$ cat src/rtl/seq_mul32.sv
// seq_mul32: sequential radix-2 shift-add multiplier, N x N -> 2N bits.
// Operands are captured on start in IDLE, magnitudes are multiplied over
// N CALC cycles, and the sign is applied in FIN when the product register
// is written. busy, done and product are all registered outputs.
module seq_mul32 #(
  parameter int N = 32
) (
  input  logic           clk,
  input  logic           rst,
  input  logic           start,
  input  logic           signed_op,
  input  logic [N-1:0]   a,
  input  logic [N-1:0]   b,
  output logic           busy,
  output logic           done,
  output logic [2*N-1:0] product
);

  localparam int CW = $clog2(N);
  localparam logic [CW-1:0]  LAST_COUNT = CW'(N - 1);
  localparam logic [CW-1:0]  COUNT_ONE  = CW'(1);
  localparam logic [2*N-1:0] WIDE_ONE   = (2*N)'(1);

  typedef enum logic [1:0] {
    IDLE = 2'd0,
    CALC = 2'd1,
    FIN  = 2'd2
  } state_t;

  state_t        state_r;
  state_t        state_nxt_s;
  logic          busy_nxt_s;
  logic          done_nxt_s;
  logic [N-1:0]  mcand_r;
  logic [N-1:0]  hi_r;
  logic [N-1:0]  lo_r;
  logic          neg_r;
  logic [CW-1:0] count_r;
  logic [N:0]    sum_s;

  // Magnitude of an operand; in signed mode the most negative value maps
  // to 2^(N-1), which still fits as an unsigned N-bit number.
  function automatic logic [N-1:0] magnitude(input logic [N-1:0] v,
                                             input logic         is_signed);
    logic [N-1:0] m;
    if (is_signed && v[N-1]) begin
      m = ~v + N'(1);
    end else begin
      m = v;
    end
    return m;
  endfunction

  // Next-state and next-output decode; outputs are registered from these.
  always_comb begin
    state_nxt_s = state_r;
    done_nxt_s  = 1'b0;
    case (state_r)
      IDLE: begin
        if (start) begin
          state_nxt_s = CALC;
        end else begin
          state_nxt_s = IDLE;
        end
      end
      CALC: begin
        if (count_r == LAST_COUNT) begin
          state_nxt_s = FIN;
        end else begin
          state_nxt_s = CALC;
        end
      end
      FIN: begin
        state_nxt_s = IDLE;
        done_nxt_s  = 1'b1;
      end
      default: begin
        state_nxt_s = IDLE;
      end
    endcase
    busy_nxt_s = (state_nxt_s != IDLE);
  end

  // Partial-sum adder; the carry out becomes the top bit shifted into hi.
  always_comb begin
    if (lo_r[0]) begin
      sum_s = {1'b0, hi_r} + {1'b0, mcand_r};
    end else begin
      sum_s = {1'b0, hi_r};
    end
  end

  // State register and registered status outputs.
  always_ff @(posedge clk) begin
    if (rst) begin
      state_r <= IDLE;
      busy    <= 1'b0;
      done    <= 1'b0;
    end else begin
      state_r <= state_nxt_s;
      busy    <= busy_nxt_s;
      done    <= done_nxt_s;
    end
  end

  // Datapath: operand capture, shift-add iterations, signed product write.
  always_ff @(posedge clk) begin
    if (rst) begin
      mcand_r <= {N{1'b0}};
      hi_r    <= {N{1'b0}};
      lo_r    <= {N{1'b0}};
      neg_r   <= 1'b0;
      count_r <= {CW{1'b0}};
      product <= {(2*N){1'b0}};
    end else begin
      case (state_r)
        IDLE: begin
          if (start) begin
            mcand_r <= magnitude(a, signed_op);
            lo_r    <= magnitude(b, signed_op);
            hi_r    <= {N{1'b0}};
            neg_r   <= signed_op & (a[N-1] ^ b[N-1]);
            count_r <= {CW{1'b0}};
          end else begin
            mcand_r <= mcand_r;
          end
        end
        CALC: begin
          {hi_r, lo_r} <= {sum_s, lo_r[N-1:1]};
          count_r      <= count_r + COUNT_ONE;
        end
        FIN: begin
          if (neg_r) begin
            product <= ~{hi_r, lo_r} + WIDE_ONE;
          end else begin
            product <= {hi_r, lo_r};
          end
        end
        default: begin
          product <= product;
        end
      endcase
    end
  end

endmodule

$ cat config.mk
export PLATFORM = sky130hd
export DESIGN_NAME = seq_mul32
export DESIGN_NICKNAME = d
export VERILOG_FILES = /design/src/rtl/seq_mul32.sv
export SDC_FILE = /design/constraint.sdc
export NUM_CORES = 1
export LEC_CHECK = 0
export ABC_AREA = 1
export CAP_MARGIN = 5
export CORE_MARGIN = 4
export CORE_UTILIZATION = 41
export DETAILED_ROUTE_END_ITERATION = 6
export PLACE_DENSITY_LB_ADDON = 0.15
export SLEW_MARGIN = 20
export SYNTH_ARGS = -nofsm -noshare
export SYNTH_HDL_FRONTEND = slang
export SYNTH_SLANG_ARGS = --single-unit
$ cat constraint.sdc
create_clock -name clk -period 2.9 [get_ports clk]
set_clock_uncertainty 0.2 [all_clocks]
set_input_delay 0.29 -clock clk [delete_from_list [all_inputs] [get_ports clk]]
set_output_delay 0.29 -clock clk [all_outputs]
set_load 0.01 [all_outputs]
==> qor.yml <==
status:
  status: "complete, no violations"
clocking:
  clock_sinks: 170
  worstSkewPairLatency_ns: 0.44
  clock_path_buffers: 2
  cts_tree: "done"
  post_cts_buffers: 0
  cts_resized: 0
  h-tree-depth: 4
  ctsRootBufferMaster: "clkbuf_16"
  cts-buffers-inserted: 17
  cts.clk_slew.worst_paths_ns: 0.07
  ctsHoldBuffers: 0
power_and_ir_drop:
  power.leakage_nw: 7.11
  ir_worst_vdd_v: 0.000420
  powerDensity_mw_per_mm2: 435
worst_setup_path:
  cp-end-kind: "flip-flop"
  crit_fanout: 22
  crit_path_top_delay_cell: "clkinv_1"
  crit_chain: "clkinv_1, a21oi_1, xor2_1, o21ai_0, inv_1"
  crit_path_max_incr_delay_ns: 0.72
  worstPathRequired_ns: 3.08
  start_kind: "flip-flop"
  critPathArrivalTime_ns: 2.74
  path_class: "reg -> reg"
cells_and_area:
  regArea_mm2: 0.00340
  drive_gt1_frac: 0.0398
  final_nets: 2428
  multiInputGateArea_mm2: 0.00791
  areaGrowthSynthToFinish_pct: 18.4
  antenna_cells: 0
  fill_cells: 3317
  design_area_mm2: 0.0152
  final_cells: 2731
die:
  start_util: 0.418
  die_h_um: 185
  dieArea_mm2: 0.0342
  die_w_um: 185
  rows: 64
  core-area_mm2: 0.0307
  ioPinCount: 134
detailed_routing:
  vias: 14400
  wl_per_cell_um: 16.7
  vias_per_cell: 5.28
  dr.pass1.iters: 6
  drc: 0
  drtIter0Drc: 1144
  routed_wl_um: 45700
  drtAntennaViolNets: 0
global_route:
  grt_usage: 0.264
  grt_max_degree: 115
  grt_pass1_vias: 13500
  grt_overflow: 0
  antenna_found_initial: 0
  grt_pass1_wl_um: 71800
synthesis:
  synth_edf_count: 0
  synth_area_per_cell_um2: 5.78
  async_flop_share: 0
  syn_inst: 2224
  seq_area_frac_synth: 0.265
  synth_ff_type: "dfxtp_1"
  synth_area_leader_cell: "dfxtp_1"
  synth_top_area_share: 0.265
  yosys_register_bits: 170
  yosysWarnings: 0
  ys_types: 46
  synth_nets: 2330
  syn_area_mm2: 0.0129
  synthTopCellsByArea: "dfxtp_1 (26%), nand2_1 (18%), inv_1 (9.5%)"
sta:
  tightest_slew_ns: 0.747
  setup_viol: 0
  min_period_ns: 2.56
  worst_slack_ns: 0.340
  finalHoldViolCount: 0
  max_freq_mhz: 391
  fin_setup_tns_ns: 0
  rsz0062_at_grt: "false"
  slew_violations: 0
  fin_crit_sh: 0.883
  slew_headroom: 0.497
place:
  pre_cts_ws_ns: 0.382
  post-place-cells: 2699
  gp_congestion: 0.981
  place_area_mm2: 0.0146
  dp_hpwl_um: 35800
  io_buffers: 133
job:
  cap_violations: 0
min_path:
  hold_class: "in -> reg"
[synth_stat cells, drive strengths merged, types with 24 or more instances]
cell,n
a21oi,165
buf,29
clkbuf,49
dfxtp,170
ha,37
inv,325
nand2,623
nand3,173
nand4,41
nor2,331
o211ai,24
o21ai,127
xor2,31
[placed cells by master (no fill, tap or decap), drive strengths merged, types with 2 or more instances in the layout]
master / n
a31oi: 18
buf: 25
o221ai: 12
or2: 4
a22oi: 14
bufinv: 3
o21bai: 5
dfxtp: 170
a21oi: 165
clkbuf: 19
clkinv: 6
nor4: 3
ha: 37
xnor2: 8
nor2: 331
clkinvlp: 3
nand4: 41
o31ai: 2
clkdlybuf4s50: 132
xor2: 31
nor3: 20
inv: 330
o21ai: 127
nand3: 173
nand2: 623
nand3b: 3
o211ai: 24
[state kept, by name, summed over array words and instances (netlist names)]
signal,flops
lo_r,32
hi_r,32
neg_r,1
product,64
busy,1
count_r,5
mcand_r,32
state_r,2
done,1
[worst max-delay path: cells and delay by family, from the launching register on]
family / cells / cell delay, ns
buf+inv: 2 / 0.79
compound gates: 2 / 0.53
xor+xnor: 1 / 0.35
flops: 1 / 0.63
[cells by family (layout without fill, tap and decap cells)]
group | Yosys count | after routing | share of synthesized area
flip-flops | 170 | 170 | 0.265
adder cells (fa/ha/maj) | 38 | 38 | 0.0376
buffers and inverters | 407 | 518 | 0.122
AO/OA/AOI/OAI | 371 | 371 | 0.160
AND/OR/NAND/NOR | 1199 | 1199 | 0.389
XOR/XNOR | 39 | 39 | 0.0266
[metrics by stage]
| stage | hold WS [ns] | util | total power, mW |
|---|---|---|---|
| finish | 0.211 | 0.495 | 6.62 |
| global placement | 0.253 | 0.475 | 4.17 |
| detailed placement | 0.257 | 0.475 | 4.18 |
| floorplan | 0.233 | - | 3.63 |
| CTS | 0.215 | 0.495 | 6.64 |
| global route | 0.229 | 0.495 | 6.96 |
[path summary, 6_finish.rpt]
check / from / to / slack [ns] / depth (start not counted)
worst max-delay path: neg_r$_SDFFE_PP0P_ / product[16]$_SDFFE_PP0P_ / 0.34 / 5
worst min-delay path: rst / lo_r[12]$_SDFFE_PP0P_ / 0.21 / 3
worst max register to register: neg_r$_SDFFE_PP0P_ / product[16]$_SDFFE_PP0P_ / 0.34 / 5
worst min register to register: count_r[4]$_SDFFE_PP0P_ / count_r[4]$_SDFFE_PP0P_ / 0.27 / 2
[layout make-up]
cell class / instances / area share
flip-flops and latches: 170 / 0.224
clock buffers: 19 / 0.0284
well taps: 396 / 0.0326
inverters: 329 / 0.0812
multi-input cells: 1647 / 0.520
clock inverters: 13 / 0.0121
repair buffers: 157 / 0.102
[per-layer routing]
layer | GRT usage | up-vias | share of wire
met5 | 0 | - | 0
met4 | 0.0825 | 0 | 0.028
met3 | 0.0456 | 74 | 0.064
met2 | 0.417 | 441 | 0.44
met1 | 0.370 | 6570 | 0.47
li1 | - | 7324 | -
[power breakdown]
group          internal, mW  switching (mW)
registers              2.43           0.158
clock network          1.38            1.08
logic                 0.531            1.04
total                  4.34            2.28
Note: power is estimated with default switching activity, not from simulation.
